### config.mk
export PLATFORM = sky130hd
export DESIGN_NAME = pcm_sample_fifo
export DESIGN_NICKNAME = d
export VERILOG_FILES = /design/src/rtl/pcm_sample_fifo.sv
export SDC_FILE = /design/constraint.sdc
export NUM_CORES = 2
export LEC_CHECK = 0
export BUFFER_PORTS_ARGS = -buffer_cell sky130_fd_sc_hd__buf_2
export CAP_MARGIN = 20
export CORE_MARGIN = 10
export CORE_UTILIZATION = 30
export DETAILED_ROUTE_END_ITERATION = 8
export GPL_TIMING_DRIVEN = 0
export PLACE_DENSITY_LB_ADDON = 0.1
export RECOVER_POWER = 50
export SYNTH_ARGS = -nofsm -noshare
export SYNTH_HDL_FRONTEND = slang
export SYNTH_SLANG_ARGS = --single-unit
### constraint.sdc
create_clock -name clk -period 4.08 [get_ports clk]
set_clock_uncertainty 0.1 [all_clocks]
set_input_delay 0.204 -clock clk [delete_from_list [all_inputs] [get_ports clk]]
set_output_delay 0.204 -clock clk [all_outputs]
set_load 0.01 [all_outputs]
### src/rtl/pcm_sample_fifo.sv
// PCM sample FIFO between the PDM decimator and a valid/ready consumer.
// Optional PCM_FIFO_STATS_EN adds drop_count and peak_abs statistics.
module pcm_sample_fifo #(
    parameter int DATA_WIDTH = 16,
    parameter int DEPTH      = 256,
    parameter int FRAME_LEN  = 32
) (
    input  logic                     clk,
    input  logic                     rst_n,
    input  logic [DATA_WIDTH-1:0]    in_data,
    input  logic                     in_valid,
    output logic [DATA_WIDTH-1:0]    out_data,
    output logic                     out_valid,
    input  logic                     out_ready,
    output logic [$clog2(DEPTH):0]   level,
    output logic                     frame_ready,
    output logic                     overflow,
    input  logic                     clear_overflow,
    input  logic                     flush
`ifdef PCM_FIFO_STATS_EN
    ,
    output logic [15:0]              drop_count,
    output logic [DATA_WIDTH-1:0]    peak_abs
`endif
);

    localparam int AW = $clog2(DEPTH);
    localparam int LW = AW + 1;
    localparam logic [LW-1:0] FULL_CNT  = LW'(DEPTH);
    localparam logic [LW-1:0] FRAME_CNT = LW'(FRAME_LEN);

    logic [DATA_WIDTH-1:0] mem [DEPTH];
    logic [AW-1:0]         rd_ptr;
    logic [AW-1:0]         wr_ptr;
    logic [LW-1:0]         count;

    logic full;
    logic pop;
    logic push;
    logic drop;

    assign out_valid   = (count != '0);
    assign full        = (count == FULL_CNT);
    assign pop         = out_valid & out_ready;
    assign push        = in_valid & (~full | pop);
    // A flush swallows the whole cycle, so nothing counts as dropped.
    assign drop        = in_valid & full & ~pop & ~flush;

    assign out_data    = mem[rd_ptr];
    assign level       = count;
    assign frame_ready = (count >= FRAME_CNT);

    always_ff @(posedge clk) begin
        if (push && !flush)
            mem[wr_ptr] <= in_data;
    end

    always_ff @(posedge clk or negedge rst_n) begin
        if (!rst_n) begin
            rd_ptr <= '0;
            wr_ptr <= '0;
            count  <= '0;
        end else if (flush) begin
            rd_ptr <= '0;
            wr_ptr <= '0;
            count  <= '0;
        end else begin
            if (push)
                wr_ptr <= wr_ptr + 1'b1;
            if (pop)
                rd_ptr <= rd_ptr + 1'b1;
            count <= count + LW'(push) - LW'(pop);
        end
    end

    always_ff @(posedge clk or negedge rst_n) begin
        if (!rst_n)
            overflow <= 1'b0;
        else if (drop)
            overflow <= 1'b1;
        else if (clear_overflow)
            overflow <= 1'b0;
    end

`ifdef PCM_FIFO_STATS_EN
    localparam logic [DATA_WIDTH-1:0] MIN_NEG = {1'b1, {(DATA_WIDTH-1){1'b0}}};
    localparam logic [DATA_WIDTH-1:0] MAX_POS = {1'b0, {(DATA_WIDTH-1){1'b1}}};

    logic [DATA_WIDTH-1:0] mag;
    logic                  accept;

    assign accept = push & ~flush;

    // Most negative code has no positive twin; clamp it.
    always_comb begin
        mag = in_data;
        if (in_data == MIN_NEG)
            mag = MAX_POS;
        else if (in_data[DATA_WIDTH-1])
            mag = -in_data;
    end

    always_ff @(posedge clk or negedge rst_n) begin
        if (!rst_n) begin
            drop_count <= '0;
            peak_abs   <= '0;
        end else begin
            if (drop) begin
                if (drop_count != 16'hFFFF)
                    drop_count <= drop_count + 16'd1;
            end else if (clear_overflow) begin
                drop_count <= '0;
            end
            if (accept && (mag > peak_abs))
                peak_abs <= mag;
            else if (clear_overflow)
                peak_abs <= '0;
        end
    end
`endif

endmodule

==> impl_table.tex <==
\begin{tabular}{lr}
\hline
Metric & Value \\
\hline
\multicolumn{2}{l}{\textbf{Worst hold path}} \\
Hold path cells & 5 \\
Classification of the worst-slack hold path & input pin to flip-flop \\
\multicolumn{2}{l}{\textbf{Place}} \\
Setup WS pre-CTS & -2.400 ns \\
DP Wirelength & 481.6 mm \\
I/O Buffers & 48 \\
RD Place Congestion & 0.8571 \\
\multicolumn{2}{l}{\textbf{Die}} \\
Die W & 751.0 µm \\
Core footprint & 532500 µm² \\
Number of rows created at floorplan & 268 \\
Total I/O pin count & 50 \\
Vertical die dimension & 751.0 µm \\
Area of the die & 564000 µm² \\
Starting Density & 30.11\% \\
\multicolumn{2}{l}{\textbf{Clock network}} \\
TritonCTS clock tree & built \\
Clock insertion delay at the later pin of the skew report & 1.06 ns \\
Clock sink count & 4122 \\
Number of buffers on the longest clock path & 4 \\
Number of H-tree levels & 5 \\
Clock-pin slew on the worst setup and hold paths & 0.06 ns \\
Master cell of the clock root buffer & sky130\_fd\_sc\_hd\_\_clkbuf\_16 \\
Number of clock buffers inserted by TritonCTS & 456 \\
\multicolumn{2}{l}{\textbf{STA}} \\
RSZ-0062 raised after global routing & true \\
Total of endpoints with negative setup slack in the final report & 516 \\
Worst hold slack across all endpoints & 0.09019 ns \\
Slew of the pin with the lowest slew margin & 3.353 ns \\
Final Slew Violations & 3166 \\
Setup tns final & -90.51 ns \\
Final hold violation count & 0 \\
Final min period & 5.458 ns \\
PnR worst setup slack & -1.378 ns \\
Final worst path period share & 133.8\% \\
Worst slew margin relative to its limit & -123.5\% \\
Fmax & 183.2 MHz \\
\multicolumn{2}{l}{\textbf{Setup path}} \\
CP Data Arrival Time & 5.15 ns \\
Required time reported for the critical path endpoint & 3.78 ns \\
Critical setup path kind & flip-flop to primary output \\
Startpoint types & flip-flop \\
Delay of the slowest critical-path stage & 0.66 ns \\
Logic depth of the worst register-to-register path & 6 \\
Worst-path fanout max & 7 \\
Sort of element at the end of the critical path & primary output \\
Cell with the largest stage delay on the worst path & sky130\_fd\_sc\_hd\_\_o211ai\_1 \\
CP cell instances & buf\_12, buf\_12, buf\_16, buf\_16, buf\_16, buf\_12, buf\_4, mux4\_2, o211ai\_1, a311oi\_4, o32ai\_4, a21oi\_4, buf\_6 \\
\multicolumn{2}{l}{\textbf{Global routing}} \\
Maximum number of pins on one net before global-route repair & 138 \\
Tot GR Track Use & 23.99\% \\
First-pass GRT wire length & 889.0 mm \\
Overflow left after global routing & 0 \\
Initial antenna violation count & 55 \\
Vias in the first global route & 85791 \\
\multicolumn{2}{l}{\textbf{Finish}} \\
Filler cells & 48504 \\
Most common cell after layout, fill and taps aside & sky130\_fd\_sc\_hd\_\_edfxtp\_1 \\
Number of nets in the layout & 8651 \\
Layout cell share with drive strength beyond 1 & 32.97\% \\
Most used cells in the layout excluding fill and tap cells & sky130\_fd\_sc\_hd\_\_edfxtp\_1 (4096), sky130\_fd\_sc\_hd\_\_mux4\_2 (805), sky130\_fd\_sc\_hd\_\_mux2i\_1 (549), sky130\_fd\_sc\_hd\_\_clkbuf\_16 (463), sky130\_fd\_sc\_hd\_\_buf\_4 (229) \\
Area growth from synthesis to layout & 23.60\% \\
\multicolumn{2}{l}{\textbf{Yosys}} \\
Synth unique cells & 70 \\
Cell area after technology mapping & 160300 µm² \\
Warnings from Yosys & 0 \\
Number of enable-type register cells in the synthesized netlist & 4096 \\
Post-Syn Instances & 7496 \\
Primary flip-flop cell chosen by synthesis mapping & sky130\_fd\_sc\_hd\_\_edfxtp\_1 \\
Synthesized area per cell & 21.39 µm² \\
Proportion of synthesized chip area in sequential cells & 77.13\% \\
Synth Register Bits & 4122 \\
Syn\_nets & 7539 \\
FFs w/ async S/R, synth & 0.6308\% \\
\multicolumn{2}{l}{\textbf{Route}} \\
DRT antenna net count & 0 \\
Total Routed Length & 696.4 mm \\
Number of DRC markers after the initial detailed-route iteration & 12908 \\
WL/cell & 43.48 µm \\
Routed via count divided by cell count & 5.536 \\
Detailed-routing iteration count for the pre-antenna-repair pass & 6 \\
Number of vias after detailed routing & 88688 \\
DRC violations left & 0 \\
\multicolumn{2}{l}{\textbf{Pwr}} \\
Tot Pwr & 0.1084 W \\
Total power density per cell area & 547.0 nW/µm² \\
Maximum VDD drop & 0.4240 mV \\
Leakage power total & 61.08 nW \\
\multicolumn{2}{l}{\textbf{Status}} \\
Failing checks & max-capacitance violations, max-slew violations, negative setup slack \\
Result of the run & complete, but fails checks \\
\multicolumn{2}{l}{\textbf{Flow run}} \\
Max cap viols & 36 \\
\hline
\end{tabular}
[area by class of cell]
| type | instances | area, µm² | area share, % |
|---|---|---|---|
| antenna | 16 | 40.04 | 0.02021 |
| clock inverter | 264 | 2354 | 1.188 |
| tap | 7020 | 8783 | 4.433 |
| sequential | 4122 | 123700 | 62.40 |
| timing repair buffer | 664 | 9293 | 4.690 |
| clock buffer | 569 | 11920 | 6.016 |
| inverter | 19 | 71.32 | 0.03599 |
| buffer | 444 | 5554 | 2.803 |
| multi-input combinational | 2901 | 36490 | 18.41 |
[per-stage QoR]
step / instance area (µm²) / utilization (%) / instances
after floorplan: 160300 / - / 7496
after global placement: 169300 / 31.80 / 14564
after detailed placement: 177500 / 33.34 / 14920
after CTS: 196700 / 36.94 / 15891
after global routing: 198100 / 37.21 / 16006
final: 198200 / 37.21 / 16019
[final timing paths]
kind / startpoint / endpoint / slack [ns]
max reg2reg: wr_ptr[7] / mem[134][10] / -0.04
min reg2reg: wr_ptr[3] / wr_ptr[3] / 0.53
max: rd_ptr[0] / out_data[5] / -1.38
min in group asynchronous: rst_n / level[7] / 1.40
min: in_valid / wr_ptr[4] / 0.09
max in group asynchronous: rst_n / rd_ptr[4] / 1.15
[metal layers]
metal,part of all wire (%),global-route usage [%]
met5,0.017,0
met4,5.0,9.814
met3,8.3,4.602
met2,46,37.67
met1,41,32.77
[timing repair]
action | in CTS | in global routing
gates resized for setup | 820 | 257
setup buffers | 108 | 112
pin swaps | 76 | 92
hold buffers | 33 | 0
gates cloned | 0 | 3
endpoints found under the hold margin | 2999 | 0
setup endpoints to repair | 3206 | 1100
[where the power goes]
group / total [W] / leakage [nW] / switching [W] / internal [W]
Sequential: 0.0467 / 37.1 / 0.0000551 / 0.0467
Clock: 0.0403 / 6.97 / 0.0177 / 0.0226
Combinational: 0.0213 / 17.0 / 0.0132 / 0.00812
[registers in the layout (all words and copies together) (netlist names)]
name      cells
mem        4096
level         9
rd_ptr        8
wr_ptr        8
overflow      1
[worst max-delay path: cells and delay by family, from the launching register on]
kind                   cells  cell delay, ns
buffers and inverters      8            1.22
flip-flops                 1            0.41
AO/OA/AOI/OAI              4            1.87
multiplexers               1            0.53
[cells in the mapped netlist, drive strengths merged, types with 19 or more instances]
cell type     n  share of area, %
nor3         33              0.10
nand3       102              0.32
dfrtp        26              0.41
o22a         33              0.18
edfxtp     4096                77
clkbuf      181              0.42
o21ai        83              0.26
ha           20              0.16
buf         273               1.6
inv          19             0.044
a22oi       166              0.78
a221o        61              0.38
nor2        392              0.92
mux4        816                11
o211ai       43              0.20
nand2       126              0.30
mux2i       561               3.5
a21oi        74              0.23
a221oi       92              0.56
nor2b        20             0.078
a311oi       30              0.16
o31ai        25              0.12
nand4        36              0.14
a211oi       34              0.16
[cells by family after synthesis]
group | share of synthesized area (%)
flops | 77.13
mux | 15.04
simple gates | 2.098
compound gates | 3.403
buf+inv | 2.057
fa+ha+maj | 0.1686
xor+xnor | 0.1038
Note: power is estimated with default switching activity, not from simulation.
